===== src/rtl/serial_adder.sv =====
// Bit-serial adder: one full-adder step per clock, LSB first.
// Operands are captured on START in IDLE; SUM/CARRY update only on the completion edge.
module serial_adder #(
  parameter int WIDTH = 8
) (
  input  logic             CLK,
  input  logic             RST,
  input  logic             START,
  input  logic [WIDTH-1:0] A,
  input  logic [WIDTH-1:0] B,
  input  logic             CIN,
  output logic             BUSY,
  output logic             DONE,
  output logic [WIDTH-1:0] SUM,
  output logic             CARRY
);

  // state  | meaning
  // IDLE   | waiting for START, outputs hold
  // SHIFT  | one sum bit computed per cycle
  // FINISH | DONE pulse, SUM/CARRY hold the new result

  localparam int            CW   = $clog2(WIDTH + 1);
  localparam logic [CW-1:0] LAST = CW'(WIDTH - 1);

  typedef enum logic [1:0] {
    IDLE   = 2'd0,
    SHIFT  = 2'd1,
    FINISH = 2'd2
  } state_t;

  state_t           state, state_nxt;
  logic [WIDTH-1:0] a_sh, b_sh, res, res_nxt;
  logic             c_ff;
  logic [CW-1:0]    cnt;
  logic             ha1_s, ha1_c, ha2_s, ha2_c, fa_c;
  logic             last_bit;

  // full adder from two half adders plus an OR
  assign ha1_s    = a_sh[0] ^ b_sh[0];
  assign ha1_c    = a_sh[0] & b_sh[0];
  assign ha2_s    = ha1_s ^ c_ff;
  assign ha2_c    = ha1_s & c_ff;
  assign fa_c     = ha1_c | ha2_c;
  assign last_bit = (cnt == LAST);

  always_comb begin
    res_nxt            = res >> 1;
    res_nxt[WIDTH-1]   = ha2_s;
  end

  always_ff @(posedge CLK or posedge RST) begin
    if (RST) begin
      state <= IDLE;
    end else begin
      state <= state_nxt;
    end
  end

  always_comb begin
    state_nxt = state;
    BUSY      = 1'b0;
    DONE      = 1'b0;
    case (state)
      IDLE: begin
        if (START) state_nxt = SHIFT;
      end
      SHIFT: begin
        BUSY = 1'b1;
        if (last_bit) state_nxt = FINISH;
      end
      FINISH: begin
        DONE      = 1'b1;
        state_nxt = IDLE;
      end
      default: state_nxt = IDLE;
    endcase
  end

  always_ff @(posedge CLK or posedge RST) begin
    if (RST) begin
      a_sh  <= '0;
      b_sh  <= '0;
      res   <= '0;
      c_ff  <= 1'b0;
      cnt   <= '0;
      SUM   <= '0;
      CARRY <= 1'b0;
    end else begin
      case (state)
        IDLE: begin
          if (START) begin
            a_sh <= A;
            b_sh <= B;
            c_ff <= CIN;
            res  <= '0;
            cnt  <= '0;
          end
        end
        SHIFT: begin
          a_sh <= a_sh >> 1;
          b_sh <= b_sh >> 1;
          c_ff <= fa_c;
          res  <= res_nxt;
          cnt  <= cnt + 1'b1;
          // result registers see only a completed addition
          if (last_bit) begin
            SUM   <= res_nxt;
            CARRY <= fa_c;
          end
        end
        default: ;
      endcase
    end
  end

endmodule


===== config.mk =====
export PLATFORM = sky130hd
export DESIGN_NAME = serial_adder
export DESIGN_NICKNAME = d
export VERILOG_FILES = /design/src/rtl/serial_adder.sv
export SDC_FILE = /design/constraint.sdc
export NUM_CORES = 1
export LEC_CHECK = 0
export ABC_AREA = 1
export CORE_MARGIN = 2
export CORE_UTILIZATION = 48
export CTS_BUF_LIST = sky130_fd_sc_hd__clkbuf_8
export CTS_CLUSTER_SIZE = 30
export DETAILED_ROUTE_END_ITERATION = 10
export PLACE_DENSITY = 0.77
export REMOVE_ABC_BUFFERS = 1
export SKIP_LAST_GASP = 1
export SYNTH_ARGS = -nofsm -noshare
export SYNTH_HDL_FRONTEND = slang
export SYNTH_SLANG_ARGS = --single-unit

===== constraint.sdc =====
create_clock -name CLK -period 1.15 [get_ports CLK]
set_input_delay 0.2875 -clock CLK [delete_from_list [all_inputs] [get_ports CLK]]
set_output_delay 0.2875 -clock CLK [all_outputs]
set_load 0.02 [all_outputs]

; Word-level counts from Yosys, hierarchy flattened
; Index checks and enable logic that the tools add are counted.
[word_totals]
reg_bits = 40
input_bits = 20
out_inout_bits = 11
elab_cells = 39
[op_classes]
addsub = 1
n_eq_ne = 5
mux = 15
n_bitwise = 5
n_reduce_logical = 5
[op_table]
columns = operator, n
row1 = one-hot mux 8 bit (2 select lines), 3
row2 = 2-to-1 mux 8 bit, 3
row3 = one-hot mux 4 bit (2 select lines), 1
row4 = AND reduction 2 bit, 3
row5 = adder 4 x 1 -> 4 bit (second input constant), 1
row6 = == test 4 x 3 -> 1 bit (second input constant), 1
row7 = 2-to-1 mux 2 bit, 2
row8 = 2-to-1 mux 4 bit, 1
row9 = != test 2 bit (second input constant), 2
row10 = one-hot mux 2 bit (2 select lines), 1
row11 = 2-to-1 mux 1 bit, 3
row12 = AND 1 bit, 2
row13 = == test 2 x 1 -> 1 bit (second input constant), 1
row14 = == test 2 bit (second input constant), 1
row15 = logical NOT 2 bit, 1
row16 = one-hot mux 1 bit (2 select lines), 1
row17 = nonzero test 2 bit, 1
row18 = bitwise XOR 1 bit, 2
row19 = bitwise OR 1 bit, 1

; Longest topological paths before layout
[logic_depth]
word_depth = 4
mapped_depth = 6
mapped_depth_nobuf = 6

; Worst setup path before layout
; OpenSTA, ideal clock, no wires.
[synth_timing]
path_type = reg-to-reg
startpoint = register a_sh[0]
endpoint = register SUM[7]
setup_time_ns = 0.065
arrival_time_ns = 1.051
required_ns = 1.085
path_slack_ns = 0.034
stages_incl_launch_ff = 4
path_buffers = 0
synth_period_minus_slack_ns = 1.116
path_cell_list = dfrtp_1 -> fa_1 -> nand3_1 -> nand2_1
[synth_between]
elab_chain_cells = 2
[synth_lines]
columns = element, line_no
row1 = start: declaration, 33  ; logic [WIDTH-1:0] a_sh, b_sh, res, res_nxt;
row2 = start signal: assignment, 101  ; a_sh <= a_sh >> 1;
row3 = bitwise XOR 1 bit, 40  ; assign ha1_s = a_sh[0] ^ b_sh[0];
row4 = bitwise XOR 1 bit, 42  ; assign ha2_s = ha1_s ^ c_ff;
row5 = via ha2_s, 36  ; logic ha1_s, ha1_c, ha2_s, ha2_c, fa_c;
row6 = end signal: assignment, 108  ; SUM <= res_nxt;
row7 = end: declaration, 14  ; output logic [WIDTH-1:0] SUM,
; The timed path passes the listed nets, and every way through them passes these cells.
; A chain may end at the register's enable or synchronous reset.

; Final worst setup path
[layout_timing]
startpoint = register state[1]
endpoint = output BUSY
[layout_between]
elab_chain_cells = 2
[layout_lines]
columns = element, line_no
row1 = start: declaration, 32  ; state_t state, state_nxt;
row2 = start signal: assignment, 56  ; state <= state_nxt;
row3 = == test 2 x 1 -> 1 bit, 64  ; case (state)
row4 = 2-to-1 mux 1 bit, 64
row5 = end: declaration, 12  ; output logic BUSY,
; Every way passes these cells.

==> flow_summary.toml <==
[hold_path]
hold_path_class = "input pin to async pin"

[global_routing]
grt_start_max_net_pins = 40
first_global_vias = 1385
grtUsageTotal_pct = 20.1
antenna_found_initial = 0
grt_overflow_total = 0
grt_first_pass_wirelength_um = 6420

[logic_synthesis]
yosys_warnings = 0
synth_compound_area_share_pct = 3.09
synth_top_family_by_area = "simple AND/OR/NAND/NOR gates"
synth_mux_area_share_pct = 0
synthSimpleGateAreaFrac_pct = 30.8
ys_types = 19
synth.avg_cell_area_um2 = 9.00
synth_seq_cells = 39
syn_inst = 189
synthAdderAreaFrac_pct = 1.91
ys_seq_area_share_pct = 57.4
synth_area_mm2 = 0.00170
synth_xor_area_share_pct = 0

[worst_setup_path]
worst_setup_path_start_kind = "flop"
worst-path-buf-inv = 3
crit_type = "flop to output pin"
crit_path_cell_trace = "inv_2 > nand2_4 > inv_4 > buf_6"
cpMaxStageDelayCell = "dfrtp_1"
arrival_ns = 1.03
crit_fanout = 3
cp.required_ns = 0.86
cp_top_family = "flip-flops"
slowest_delay_ns = 0.38
end_kind = "output pin"

[floorplan]
die_h_um = 63.5
die_x_um = 63.5
fp.dieArea_mm2 = 0.00404
core_area_mm2 = 0.00336
row_count = 21
ios = 31
start_util_pct = 50.6

[drt]
postRouteAntennaNets = 0
drcViolationCount = 0
drtIter0Drc = 116
first_pass_iters = 4
wl_per_cell_um = 13.4
viasPerCell = 5.16
wirelength_um = 3870
vias = 1485

[cts]
cts_root_buffer = "clkbuf_8"
cts_buffer_depth = 2
path_clk_slew_ns = 0.08
clock_latency_ns = 0.29
cts_max_level = 2
cts_sinks = 39
cts_tree = "built"
cts_buffers = 5
cts.hold.buffers_added = 0

[layout]
fin_util_pct = 72.5
drive_above_1_share_pct = 24.4
layout_common_cells = "nand2_1, nand3_1, dfrtp_1"
area_growth_pct = 43.3
antenna_cells = 0
nNetsFinal = 263
post_layout_nonfiller_instances = 288
design_area_mm2 = 0.00244
final_common_cell = "nand2_1"

[flow_run]
cap_violations = 0

[run_status]
violations = "negative setup slack"
status = "finished with violations"

[sta]
worstMarginPinSlew_ns = 0.216
rsz0062_at_grt = "yes"
max_freq_mhz = 760
relSlewSlack_pct = 85.6
clock-skew-final_ns = 0.00475
setup_viol = 27
setup_ws_ns = -0.166
post-route-min-period_ns = 1.32
hold_viol_final = 0
period_share_pct = 114
slew_viol_final = 0

[placement]
portBuffers = 30
place_hpwl_um = 2100
placed_area_mm2 = 0.00210
pre_cts_slack_ns = -0.309
place_congestion = 0.728
dp.cells = 268

[pwr]
ir_worst_vdd_uv = 1320
p_leak_uw = 0.00122
cellPowerDensity_mw_per_mm2 = 2620
[kinds of logic (layout without fill, tap and decap cells)]
group                      after synthesis  after routing
adders and majority gates                2              2
AOI/OAI and AO/OA                        9              9
buffers and inverters                   20             72
and+or+nand+nor                        119            120
DFF                                     39             39
[state kept, by name, summed over array words and instances, names as in the netlist]
| register | cells |
|---|---|
| res | 7 |
| c_ff | 1 |
| SUM | 8 |
| a_sh | 8 |
| cnt | 4 |
| b_sh | 8 |
| CARRY | 1 |
| state | 2 |
[layout make-up]
type / count / area, um^2
Timing Repair Buffer: 54 / 551
Sequential cell: 39 / 976
Fill cell: 260 / 925
Clock buffer: 5 / 68.8
Clock inverter: 3 / 63.8
Inverter: 10 / 40.0
Multi-Input combinational cell: 131 / 682
Tap cell: 46 / 57.6
[worst reg2reg max path: cells and delay by family (launching register included)]
kind	cells	cell delay, ns
buffers and inverters	4	0.47
flip-flops	1	0.38
AND/OR/NAND/NOR	4	0.30
[routing by layer]
layer | vias to the layer above | GRT usage, % | wire length [um]
met5 | - | 0 | 0
met4 | 0 | 7.07 | 65
met3 | 8 | 5.71 | 178
met2 | 42 | 31.4 | 1990
met1 | 709 | 26.8 | 1640
li1 | 726 | - | -
[worst paths after layout]
| check | start | end | slack, ns | cells after the start |
|---|---|---|---|---|
| min reg2reg | SUM[6] | SUM[6] | 0.48 | 2 |
| max reg2reg | state[1] | a_sh[0] | -0.05 | 8 |
| max | state[1] | BUSY | -0.17 | 4 |
| min in group CLK | SUM[6] | SUM[6] | 0.48 | 2 |
| min | RST | SUM[3] | 0.34 | 3 |
| max in group asynchronous | RST | b_sh[1] | 0.62 | 3 |
[cell usage after synthesis]
cell type | count | area [um^2]
inv_2 | 2 | 7.51
buf_2 | 3 | 15.0
fa_1 | 1 | 20.0
nor2_4 | 1 | 11.3
buf_6 | 3 | 33.8
nand2_2 | 3 | 18.8
dfrtp_1 | 39 | 976
buf_4 | 4 | 30.0
nand4_1 | 1 | 6.26
o21ai_0 | 2 | 10.0
o21bai_1 | 1 | 7.51
nor2_1 | 4 | 15.0
a21oi_1 | 1 | 5.00
o22ai_1 | 4 | 25.0
ha_1 | 1 | 12.5
o21ai_1 | 1 | 5.00
nand3_1 | 48 | 240
nand2_1 | 62 | 233
inv_1 | 8 | 30.0
[repair_timing]
action / CTS / global route
setup endpoints to repair: 36 / 43
pin swaps: 3 / 10
cloned: 2 / 2
resized for setup: 57 / 24
endpoints found under the hold margin: 0 / 0
buffers inserted: 5 / 4
[metrics by stage]
stage	power [uW]	TNS [ns]	hold WS, ns
final	6400	-1.00	0.340
after floorplan	3600	-8.96	0.397
after global placement	4550	-7.45	0.453
after detailed placement	4620	-8.62	0.462
after CTS	6030	-1.87	0.347
after global routing	6820	-3.53	0.386
[report_power, final]
part | internal [uW] | total [uW] | switching (uW)
registers | 1950 | 2310 | 357
clock network | 858 | 1340 | 477
logic | 1240 | 2750 | 1520
total | 4050 | 6400 | 2350
Note: power is estimated with default switching activity, not from simulation.
